[src/rtl/sn74hc595_chain_seg8_driver.sv]
// Serial driver for a chain of SN74HC595 shift registers, one per 8-segment digit.
// Captures a frame on trigger, shifts it out MSB-first, then latches it.
module sn74hc595_chain_seg8_driver #(
    parameter int DIGITS         = 3,
    parameter int CLK_DIV        = 2,
    parameter int SEG_ACTIVE_LOW = 0
) (
    input  logic                  clk,
    input  logic                  rst_n,
    input  logic                  trigger,
    input  logic [4*DIGITS-1:0]   nums,
    input  logic [DIGITS-1:0]     dp,
    input  logic [DIGITS-1:0]     blank,
    output logic                  clk_serial,
    output logic                  data,
    output logic                  load,
    output logic                  busy,
    output logic                  done
);

    localparam int NBITS = 8 * DIGITS;
    localparam int DW    = (CLK_DIV > 1) ? $clog2(CLK_DIV) : 1;
    localparam int BW    = $clog2(NBITS);

    localparam logic [DW-1:0] DIV_LAST = DW'(CLK_DIV - 1);
    localparam logic [BW-1:0] BIT_LAST = BW'(NBITS - 1);
    localparam logic [7:0]    INV      = (SEG_ACTIVE_LOW != 0) ? 8'hFF : 8'h00;

    typedef enum logic [2:0] {
        IDLE,
        SHIFT_LO,
        SHIFT_HI,
        LATCH,
        DONE
    } state_t;

    state_t            state;
    state_t            state_next;
    logic [DW-1:0]     div;
    logic [BW-1:0]     bit_cnt;
    logic [NBITS-1:0]  frame;
    logic [NBITS-1:0]  encoded;
    logic              phase_end;

    function automatic logic [6:0] hex7(input logic [3:0] v);
        logic [6:0] s;
        unique case (v)
            4'h0: s = 7'h3F;
            4'h1: s = 7'h06;
            4'h2: s = 7'h5B;
            4'h3: s = 7'h4F;
            4'h4: s = 7'h66;
            4'h5: s = 7'h6D;
            4'h6: s = 7'h7D;
            4'h7: s = 7'h07;
            4'h8: s = 7'h7F;
            4'h9: s = 7'h6F;
            4'hA: s = 7'h77;
            4'hB: s = 7'h7C;
            4'hC: s = 7'h39;
            4'hD: s = 7'h5E;
            4'hE: s = 7'h79;
            4'hF: s = 7'h71;
        endcase
        return s;
    endfunction

    // Encode every digit into its segment byte; digit i lands in byte i.
    always_comb begin
        encoded = '0;
        for (int i = 0; i < DIGITS; i++) begin
            encoded[8*i +: 8] = INV ^ (blank[i] ? 8'h00
                                : {dp[i], hex7(nums[4*i +: 4])});
        end
    end

    assign phase_end = (div == DIV_LAST);

    // State register.
    always_ff @(posedge clk or negedge rst_n) begin
        if (!rst_n) state <= IDLE;
        else        state <= state_next;
    end

    // Next-state logic: each phase lasts CLK_DIV cycles.
    always_comb begin
        state_next = state;
        case (state)
            IDLE:     if (trigger) state_next = SHIFT_LO;
            SHIFT_LO: if (phase_end) state_next = SHIFT_HI;
            SHIFT_HI: if (phase_end)
                          state_next = (bit_cnt == BIT_LAST) ? LATCH : SHIFT_LO;
            LATCH:    if (phase_end) state_next = DONE;
            DONE:     state_next = IDLE;
            default:  state_next = IDLE;
        endcase
    end

    // Divider, bit counter and frame shifter; data advances as clk_serial falls.
    always_ff @(posedge clk or negedge rst_n) begin
        if (!rst_n) begin
            div     <= '0;
            bit_cnt <= '0;
            frame   <= '0;
        end else if (state == IDLE) begin
            div     <= '0;
            bit_cnt <= '0;
            if (trigger) frame <= encoded;
        end else begin
            div <= phase_end ? '0 : div + DW'(1);
            if (state == SHIFT_HI && phase_end) begin
                frame <= {frame[NBITS-2:0], 1'b0};
                if (bit_cnt != BIT_LAST) bit_cnt <= bit_cnt + BW'(1);
            end
        end
    end

    assign clk_serial = (state == SHIFT_HI);
    assign data       = (state == SHIFT_LO || state == SHIFT_HI) && frame[NBITS-1];
    assign load       = (state == LATCH);
    assign busy       = (state == SHIFT_LO || state == SHIFT_HI || state == LATCH);
    assign done       = (state == DONE);

endmodule

[config.mk]
export PLATFORM = sky130hd
export DESIGN_NAME = sn74hc595_chain_seg8_driver
export DESIGN_NICKNAME = d
export VERILOG_FILES = /design/src/rtl/sn74hc595_chain_seg8_driver.sv
export SDC_FILE = /design/constraint.sdc
export NUM_CORES = 1
export LEC_CHECK = 0
export ABC_AREA = 1
export CAP_MARGIN = 20
export CORE_MARGIN = 8
export CORE_UTILIZATION = 53
export CTS_BUF_LIST = sky130_fd_sc_hd__clkbuf_8
export DETAILED_ROUTE_END_ITERATION = 10
export GPL_TIMING_DRIVEN = 0
export PLACE_DENSITY = 0.89
export SKIP_CTS_REPAIR_TIMING = 1
export SLEW_MARGIN = 20
export SYNTH_ARGS = -nofsm -noshare
export SYNTH_HDL_FRONTEND = slang
export SYNTH_SLANG_ARGS = --single-unit
[constraint.sdc]
create_clock -name clk -period 1.2 [get_ports clk]
set_input_delay 0.3 -clock clk [delete_from_list [all_inputs] [get_ports clk]]
set_output_delay 0.3 -clock clk [all_outputs]
set_load 0.01 [all_outputs]
==> impl_metrics.csv <==
group,metric,value,unit
die,die_y,85.3,um
clocking,clk-insertion-delay-late,0.28,ns
drt,drt-total-wl,6.95,mm
setup_path,path_class,"flip-flop to primary output",
power,leakagePower,1.79,nW
layout,drive_gt1_frac,0.186,
synthesis,ys_seq_elements,33,
global_routing,overflow,0,
timing,fin_crit_sh,1.37,
outcome,violations,"negative setup slack",
global_routing,track_usage,0.165,
global_routing,grt_pass1_vias,2309,
placement,io_buffers,21,
clocking,clk_pin_slew,0.07,ns
job,cap_viol_max_count,0,
global_routing,grt_max_degree,27,
die,die_w,85.3,um
timing,maxSlewViolCount,0,
power,seq_power_share,0.274,
placement,hpwlAfterDp,4.33,mm
clocking,clock-sinks,33,
power,switching_share,0.453,
layout,area_delta_synth_final,28.0,%
layout,final_nets,486,
die,core,0.00469,mm2
timing,fin_skew,0.00537,ns
power,switchingPower,0.00321,W
timing,rsz0062_at_grt,"yes",
power,p_per_area,2170,mW/mm2
drt,drt_iter0_markers,221,
power,combPwrFrac,0.607,
setup_path,r2r-start,"state[2]",
drt,route.detailed.drc,0,
clocking,h-tree-depth,2,
timing,min_period,1.64,ns
min_path,hold_path.class,"primary input to async pin",
synthesis,ys_types,24,
timing,slew_headroom,0.747,
synthesis,yosysSeqAreaShare,0.324,
global_routing,antenna_found_initial,0,
timing,hold_violations,0,
setup_path,cp-end-kind,"primary output",
synthesis,syn_area,0.00255,mm2
synthesis,syn_nets,436,
drt,ant_nets,0,
drt,wl_per_cell,13.9,um
power,internal_power,0.00387,W
die,io_pins,26,
clocking,clk_path_buf_depth,2,
setup_path,r2r_end,"frame[10]",
drt,vias,2674,
synthesis,yosysWarnings,0,
setup_path,crit_fanout,5,
clocking,tritoncts,"yes",
setup_path,crit_required,0.90,ns
drt,vias_per_cell,5.35,
setup_path,reg2reg_slack,-0.42,ns
placement,routabilityCongestion,0.845,
drt,first_pass_iters,7,
setup_path,reg2reg_depth,9,
power,vdd_drop_max,968,uV
timing,setup_ws,-0.442,ns
layout,diodes,0,
synthesis,syn_area_per_cell,6.43,um2
setup_path,arrival,1.34,ns
synthesis,postSynthCellCount,396,
clocking,cts_buffers,5,
outcome,outcome,"complete, but fails checks",
timing,max_freq,0.609,GHz
setup_path,critPathLaunchType,"flip-flop",
global_routing,grt_pass1_wl,9.92,mm
die,die-area,0.00728,mm2
die,num_rows,25,
die,start_util,0.543,
timing,setup_violations,37,
power,p_clk_frac,0.119,
timing,whs,0.396,ns
clocking,root_buffer,"clkbuf_8",
timing,worstMarginPinSlew,0.379,ns
power,power.total,0.00709,W
## per-stage QoR
step           TNS, ns   util  setup slack [ns]  cells  instance area, um2
2_1_floorplan   -0.672      -           -0.0478    396                2550
3_3_place_gp    -41.26  0.603            -0.833    471                2830
3_5_place_dp    -15.06  0.607            -0.702    472                2850
4_1_cts         -11.42  0.625             -1.00    479                2930
5_1_grt         -13.86  0.695            -0.495    500                3260
6_report        -11.91  0.695            -0.442    500                3260
## critical path, stage by stage, from the launching register on
cell	delay, ns
dfrtp_2	0.44
nor2_4	0.18
buf_6	0.15
nand2_4	0.05
a21boi_2	0.10
buf_2	0.14
## layout make-up
cell class | instances | area [um2]
tap | 54 | 67.6
timing repair buffer | 42 | 412
fill | 351 | 1430
clock buffer | 6 | 82.6
sequential | 33 | 830
inverter | 54 | 208
clock inverter | 1 | 3.75
buffer | 15 | 133
multi-input combinational | 295 | 1530
## Yosys cell counts (all sizes together)
cell type	count	area, um2
nand2	123	469
nor2	72	280
inv	54	203
nand3	43	225
dfrtp	33	826
ha	19	238
buf	14	96.3
o21ai	14	70.1
a21oi	12	60.1
nand4	6	37.5
nor3	2	15.0
a21boi	1	7.51
clkbuf	1	3.75
o211ai	1	7.51
xor2	1	8.76
## layer usage
metal | share of wire | GRT usage | up-vias
met1 | 0.42 | 0.200 | 1224
met5 | 0 | 0 | -
met4 | 0.013 | 0.0462 | 0
li1 | - | - | 1323
met2 | 0.51 | 0.284 | 119
met3 | 0.061 | 0.0357 | 8
## cell families (layout without fill, tap and decap cells)
family          after synthesis  after routing  synth area share
compound gates               28             28            0.0570
xor+xnor                      1              1           0.00344
fa+ha+maj                    19             19            0.0933
buf+inv                      69            118             0.119
flops                        33             33             0.324
simple gates                246            247             0.403
## worst max path at each step
stage,from,to,slack (ns)
floorplan,state[0],frame[10],-0.05
global placement,rst_n,frame[20],-0.83
detailed placement,state[1],data,-0.70
CTS,state[1],data,-1.00
global route,state[2],data,-0.50
finish,state[2],data,-0.44
## power groups by stage
stage | Combinational (W) | Sequential (W) | Clock, W
2_1_floorplan | 0.00231 | 0.00184 | 0
3_3_place_gp | 0.00299 | 0.00188 | 0
3_5_place_dp | 0.00310 | 0.00192 | 0
4_1_cts | 0.00314 | 0.00191 | 0.000823
5_1_grt | 0.00470 | 0.00199 | 0.000909
6_report | 0.00430 | 0.00194 | 0.000841
## state kept, by name (all words and copies together), names as in the netlist
name / count
bit_cnt: 5
div: 1
frame: 24
state: 3
## cell usage in the layout, fill, tap and decap left out, types with 2 or more instances in the layout
master,netlist,layout
nand2_1,122,116
nor2_1,70,65
inv_1,53,45
nand3_1,41,40
dfrtp_1,33,30
ha_1,19,18
buf_4,3,15
buf_2,8,13
clkdlybuf4s50_1,0,12
a21oi_1,12,11
o21ai_0,13,11
inv_2,1,8
nand4_1,6,6
clkbuf_8,0,6
nand2_2,0,5
buf_8,0,4
buf_6,3,4
nor2_2,1,4
nor2_4,1,3
dlymetal6s2s_1,0,3
dfrtp_2,0,3
inv_4,0,2
nand2_4,1,2
nand3_4,0,2
o21ai_1,1,2
clkbuf_16,0,2
buf_12,0,2
Power figures use the tool's default switching activity.
